==> src/rtl/alu_shift_sequencer.sv <==
// Multi-cycle shifter: splits one shift request into passes of 0-3 positions.
// Optional ALU_SHIFT_CLAMP_EN trims over-range amounts (requires N a power of two).
module alu_shift_sequencer #(
    parameter int N  = 4,
    parameter int AW = 3
) (
    input  logic          clk,
    input  logic          rst,
    input  logic          start,
    input  logic [1:0]    op,
    input  logic [AW-1:0] amt,
    input  logic [N-1:0]  a,
    output logic          busy,
    output logic          done,
    output logic [N-1:0]  z
);

    typedef enum logic [1:0] {S_IDLE, S_SHIFT, S_DONE} state_t;

    localparam logic [1:0] OP_SLL = 2'b00;
    localparam logic [1:0] OP_SRL = 2'b01;
    localparam logic [1:0] OP_SRA = 2'b10;
    localparam logic [1:0] OP_ROR = 2'b11;

    state_t        r_state, w_state_nxt;
    logic [N-1:0]  r_work, w_work_nxt;
    logic [N-1:0]  r_z, w_z_nxt;
    logic [N-1:0]  w_shifted;
    logic [1:0]    r_op, w_op_nxt;
    logic [1:0]    w_step;
    logic [AW-1:0] r_rem, w_rem_nxt;
    logic [AW-1:0] w_rem_dec;
    logic [AW-1:0] w_eff;

    // One pass of the barrel step: apply the single-position op s times.
    function automatic logic [N-1:0] shift_step(input logic [N-1:0] v,
                                                input logic [1:0]   sop,
                                                input logic [1:0]   s);
        logic [N-1:0] r;
        r = v;
        for (int i = 0; i < 3; i++) begin
            if (2'(i) < s) begin
                case (sop)
                    OP_SLL:  r = {r[N-2:0], 1'b0};
                    OP_SRL:  r = {1'b0, r[N-1:1]};
                    OP_SRA:  r = {r[N-1], r[N-1:1]};
                    default: r = {r[0], r[N-1:1]};
                endcase
            end
        end
        return r;
    endfunction

`ifdef ALU_SHIFT_CLAMP_EN
    always_comb begin
        if (op == OP_ROR)
            w_eff = amt & AW'(N - 1);
        else if (int'(amt) >= N)
            w_eff = AW'(N);
        else
            w_eff = amt;
    end
`else
    assign w_eff = amt;
`endif

    always_comb begin
        w_step      = (r_rem > AW'(3)) ? 2'd3 : r_rem[1:0];
        w_shifted   = shift_step(r_work, r_op, w_step);
        w_rem_dec   = r_rem - AW'(w_step);
        w_state_nxt = r_state;
        w_work_nxt  = r_work;
        w_op_nxt    = r_op;
        w_rem_nxt   = r_rem;
        w_z_nxt     = r_z;
        case (r_state)
            S_IDLE: begin
                if (start) begin
                    w_work_nxt = a;
                    w_op_nxt   = op;
                    w_rem_nxt  = w_eff;
                    if (w_eff == '0) begin
                        w_z_nxt     = a;
                        w_state_nxt = S_DONE;
                    end else begin
                        w_state_nxt = S_SHIFT;
                    end
                end
            end
            S_SHIFT: begin
                w_work_nxt = w_shifted;
                w_rem_nxt  = w_rem_dec;
                if (w_rem_dec == '0) begin
                    w_z_nxt     = w_shifted;
                    w_state_nxt = S_DONE;
                end
            end
            default: w_state_nxt = S_IDLE;
        endcase
    end

    always_ff @(posedge clk) begin
        if (rst) begin
            r_state <= S_IDLE;
            r_work  <= '0;
            r_op    <= '0;
            r_rem   <= '0;
            r_z     <= '0;
        end else begin
            r_state <= w_state_nxt;
            r_work  <= w_work_nxt;
            r_op    <= w_op_nxt;
            r_rem   <= w_rem_nxt;
            r_z     <= w_z_nxt;
        end
    end

    assign busy = (r_state != S_IDLE);
    assign done = (r_state == S_DONE);
    assign z    = r_z;

endmodule
==> config.mk <==
export PLATFORM = sky130hd
export DESIGN_NAME = alu_shift_sequencer
export DESIGN_NICKNAME = d
export VERILOG_FILES = /design/src/rtl/alu_shift_sequencer.sv
export SDC_FILE = /design/constraint.sdc
export NUM_CORES = 1
export LEC_CHECK = 0
export BUFFER_PORTS_ARGS = -buffer_cell sky130_fd_sc_hd__clkbuf_2
export CELL_PAD_IN_SITES_DETAIL_PLACEMENT = 0
export CELL_PAD_IN_SITES_GLOBAL_PLACEMENT = 1
export CORE_ASPECT_RATIO = 1.1
export CORE_UTILIZATION = 36
export DETAILED_ROUTE_END_ITERATION = 10
export HOLD_SLACK_MARGIN = 0.06
export PLACE_DENSITY = 0.85
export SYNTH_ARGS = -nofsm -noshare
export SYNTH_HDL_FRONTEND = slang
export SYNTH_SLANG_ARGS = --single-unit
==> constraint.sdc <==
create_clock -name clk -period 1.5 [get_ports clk]
set_input_delay 0.3 -clock clk [delete_from_list [all_inputs] [get_ports clk]]
set_output_delay 0.3 -clock clk [all_outputs]
set_load 0.05 [all_outputs]
# Yosys cells after proc, flatten, opt, wreduce, memory -nomap -nowiden
# Cells that the tools add are included.
# word_totals
register_bits,15
in_bits,12
output_inout_bits,6
word_cells,46
# op_classes
addsub,1
n_lt_le_gt_ge,4
n_eq_ne,7
mux,19
n_reduce_logical,10
# op_table
cell,count
$pmux 4 s3,3
$mux 4,7
$pmux 4 s2,2
$mux 2,4
$logic_not 3->1,2
$ne 2x2->1 const B,3
$pmux 3 s2,1
$reduce_and 2->1,3
$eq 2x1->1 const B,2
$eq 2x2->1 const B,2
$logic_not 2->1,2
$lt 1x2->1 const A,2
$pmux 2 s2,1
$reduce_and 4->1,1
$reduce_bool 2->1,2
$gt 3x2->1 const B,1
$mux 3,1
$sub 3x2->3,1
$lt 2x2->1 const A,1

# Longest topological paths before layout
# logic_depth
depth_word,10
ltp_mapped,9
mapped_depth_nobuf,8

# Worst setup path after synthesis
# Ideal clock, no wire load.
# synth_timing
kind,flip-flop to flip-flop
from,register r_rem[0]
to,register r_z[3] (netlist: z[3])
setup_ns,0.091
arrival_time_ns,1.476
t_required_ns,1.409
path_slack_ns,-0.067
stages_incl_launch_ff,10
period_less_slack_ns,1.567
cell_sequence,dfxtp_1 buf_2 inv_1 nand2_1 ha_1 nand2b_1 nor2_2 nor2_2 mux2i_1 a311oi_1
# synth_via
elab_chain_cells,10
word_cells_on_any_way,16
classes_between,add/sub: 1; order compare: 4; eq/ne: 1; mux: 8; reduce/logical: 2
# synth_lines
element,line,text
"start, declared",31,"logic [AW-1:0] r_rem, w_rem_nxt;"
"start signal, assigned",113,r_rem <= w_rem_nxt;
$gt 3x2->1,68,w_step = (r_rem > AW'(3)) ? 2'd3 : r_rem[1:0];
$mux 2,68,
$lt 1x2->1,42,if (2'(i) < s) begin
$mux 4,42,
$pmux 4 s3,43,case (sop)
$mux 4,42,
$pmux 4 s3,43,
$mux 4,42,
$mux 4,93,if (w_rem_dec == '0) begin
$pmux 4 s2,76,case (r_state)
"end signal, assigned",114,r_z <= w_z_nxt;
"end, declared",27,"logic [N-1:0] r_z, w_z_nxt;"
# Parallel ways exist; a longest one is shown, timed or not. The select of a mux whose other input is x is not followed.
# A chain may end at the register's enable or synchronous reset.

# Final worst setup path
# layout_timing
from,register r_op[1]
to,register r_work[1]
# layout_via
elab_chain_cells,8
word_cells_on_any_way,10
classes_between,eq/ne: 2; mux: 7; reduce/logical: 1
# layout_lines
element,line,text
"start, declared",29,"logic [1:0] r_op, w_op_nxt;"
"start signal, assigned",112,r_op <= w_op_nxt;
"$eq 2x2->1, or another cell as far along",43,
$pmux 4 s3,43,
$mux 4,42,
$pmux 4 s3,43,
$mux 4,42,
$pmux 4 s3,43,
$mux 4 *,42,
$pmux 4 s2 *,76,
"end signal, assigned",111,r_work <= w_work_nxt;
"end, declared",26,"logic [N-1:0] r_work, w_work_nxt;"
# Every way passes the cells marked *; elsewhere a longest branch is shown, timed or not.

==> metrics.md <==
| Metric | Value |
|---|---|
| TritonCTS Sinks | 15 |
| Met3 usage | 2.62% |
| Setup TNS Final | -0.414 ns |
| Yosys warns | 0 |
| Crit path max fanout | 7 |
| Vias per cell | around 5.7 |
| Synth Cell Area | ~0.0010 mm2 |
| Sw Pwr | around 0.59 mW |
| First-pass GRT wire length | about 5200 um |
| Setup crit start kind | register |
| Vias in the first global route | between 1000 and 1500 |
| Global route hottest layer | met2 |
| Die Wd | around 53 um |
| Port Buffers | 17 |
| Max-slew violations | 0 |
| Total grt overflow | 0 |
| Critical path's largest stage delay | just over 0.4 ns |
| IO Count | 18 |
| Most instantiated cells after synthesis | dfxtp_1 (15), nor2_1 (13), nand2_1 (12) |
| Final hold viol count | 0 |
| Met2 global-route usage | a little under two fifths |
| Via count | between 1000 and 1500 |
| Violated checks | negative setup slack |
| Max Fclk | between 600 and 700 MHz |
| Clock power share | approximately 16% |
| CP Capture Type | register |
| Synth Register Bits | 15 |
| Arrival time worst endpoint | roughly 1.8 ns |
| CP max stage cell | or3b_4 |
| Final wirelength | between 3000 and 4000 um |
| PwrDens | 928 mW/mm2 |
| Seq/Total Area, Yosys | 29.2% |
| Share of flip-flops with an asynchronous set or reset | 0% |
| Vert. Die Dim | approximately 58 um |
| Synth cell types | 44 |
| Nets | between 150 and 200 |
| Placement Setup Slack | -0.316 ns |
| Worst setup margin | -0.0977 ns |
| Comb power frac | 50.5% |
| Number of flops mapped to enable cells by yosys | 0 |
| Avg WL per Cell | approximately 16 um |
| Syn Nets | 146 |
| Drt first pass iters | 6 |
| Core footprint | 0.00259 mm2 |
| Tmin final | about 1.6 ns |
| CTS tree | built |
| Worst IR drop on VDD | 0.000637 V |
| Avg Cell Area, Syn | 7.73 um2 |
| Setup repair after global routing missed its margin | true |
| Area grow syn2layout | 55.8% |
| Yosys top cell area share | 29.2% |
| Worst path required time | around 1.7 ns |
| Grt met1 use | 30.6% |
| Top cells by area, synth | dfxtp_1 (29%), a21oi_1 (5.4%), nor2_1 (4.7%) |
| Status | finished with violations |
| Dominant synthesized flop cell | dfxtp_1 |
| GR Util All Layers | between 20% and 30% |
| Drt initial violations | 33 |
| Sequential power share | about a third |
| Layout cell share with drive strength beyond 1 | about 53% |
| Residual DRC count | 0 |
| Most common cell in the netlist | dfxtp_1 |
| Final ANT Viol Nets | 0 |
| Fin crit share | 107% |
| Layout Skew | around 0.016 ns |
| Worst slew margin relative to its limit | 74.7% |
| Syn Inst Count | around 130 |
| Worst skew pair latency | 0.29 ns |
| Worst-path clk slew | approximately 0.09 ns |
| Final setup fails | 9 |
| Cell Rows | 19 |
| Dpl hpwl | between 2000 and 2500 um |
| Die ar. | between 0.003 and 0.004 mm2 |
| Static Leakage | ~0.66 nW |
| Switching share of power | 39.6% |
| Cell taking the most area after synthesis | dfxtp_1 |
| H-tree depth | 1 |
| Internal power | between 0.8 and 0.9 mW |
| Worst-Margin Slew | ~0.38 ns |
| WS Path Type | reg2reg |
| Initial core utilization | 39.7% |
| Worst hold path type | in2reg |
| Root Driver | clkbuf_4 |
| Hold WS | about 0.23 ns |
| N_diodes | 0 |
| Initial antenna violation count | 0 |
| Cell Chain, Critical Path | or3b_4, a211oi_4, buf_4, a21oi_2, a21o_1, nor3_2 |
| Cts bufs inserted | 3 |
| # hold bufs at CTS | 0 |
| Routability cong. | around 0.93 |
| CTS max path bufs | 2 |
| Max_cap viols | 0 |
| Largest net degree at the start of global routing | 16 |
per-stage QoR:
step | utilization (%) | area (um2) | total power, mW | cells
after floorplan | - | 1040 | 0.844 | 133
after global placement | 51.5 | 1330 | 1.05 | 201
after detailed placement | 51.5 | 1330 | 1.06 | 201
after CTS | 57.8 | 1500 | 1.39 | 210
after global routing | 61.9 | 1600 | 1.56 | 213
final | 61.9 | 1600 | 1.49 | 213
registers in the layout, summed over array words and instances (netlist names):
name and count:
z 4, r_work 4, r_rem 3, r_op 2, r_state 2
power groups by stage:
stage	Sequential, mW	Clock, mW	Combinational [mW]
2_1_floorplan	0.511	0	0.333
3_3_place_gp	0.488	0	0.566
3_5_place_dp	0.489	0	0.570
4_1_cts	0.483	0.253	0.657
5_1_grt	0.497	0.265	0.801
6_report	0.492	0.244	0.752
layout make-up:
cell class	count	area, um2
Multi-Input combinational cell	103	803
Fill cell	245	988
Timing Repair Buffer	56	403
Sequential cell	15	315
Inverter	4	15.0
Clock inverter	1	5.00
Clock buffer	3	22.5
Tap cell	31	38.8
repair_timing:
action	CTS	global route
setup endpoints to repair	11	12
pin swaps	13	20
buffers inserted	6	3
gates resized for setup	27	24
worst max-delay path, delay by kind of cell, from the launching register on:
family | cells | cell delay, ns
AO/OA/AOI/OAI | 3 | 0.48
flip-flops | 1 | 0.38
buffers and inverters | 1 | 0.16
AND/OR/NAND/NOR | 2 | 0.52
cells by family after synthesis:
| group | after synthesis | synth area share [%] |
|---|---|---|
| AO/OA/AOI/OAI | 44 | 29.9 |
| XOR/XNOR | 1 | 0.852 |
| adder cells (fa/ha/maj) | 1 | 1.22 |
| buffers and inverters | 15 | 7.18 |
| flip-flops | 15 | 29.2 |
| multiplexers | 3 | 2.92 |
| AND/OR/NAND/NOR | 54 | 28.7 |
metal layers:
metal / vias to the layer above / part of all wire (%)
li1: 584 / -
met1: 581 / 43
met2: 46 / 51
met3: 6 / 4.3
met4: 0 / 1.4
met5: - / 0
final timing paths:
check,startpoint,endpoint,slack (ns),depth (start not counted)
worst max-delay path,r_op[1],r_work[1],-0.1,6
worst min-delay path,op[0],r_op[0],0.23,3
worst max register to register,r_op[1],r_work[1],-0.1,6
worst min register to register,z[0],z[0],0.48,2
layout by cell type (no fill, tap or decap), types with 2 or more instances in the layout:
cell and instances:
dfxtp_1 7, nor3_1 3, nand2b_1 3, a311oi_1 3, o21ai_0 3, a32oi_1 2, o21ai_2 2, a21oi_1 10
clkbuf_4 3, mux2i_1 3, nor2b_1 2, nand2_1 12, nor2_4 4, buf_4 33, buf_6 5, o21ai_1 4
nor2_1 12, dfxtp_4 2, a21oi_2 2, nor4_4 2, or2_4 2, o31ai_2 2, dfxtp_2 6, or3b_4 2
nand3_1 2, inv_1 4, clkbuf_2 15
Note: power is estimated with default switching activity, not from simulation.
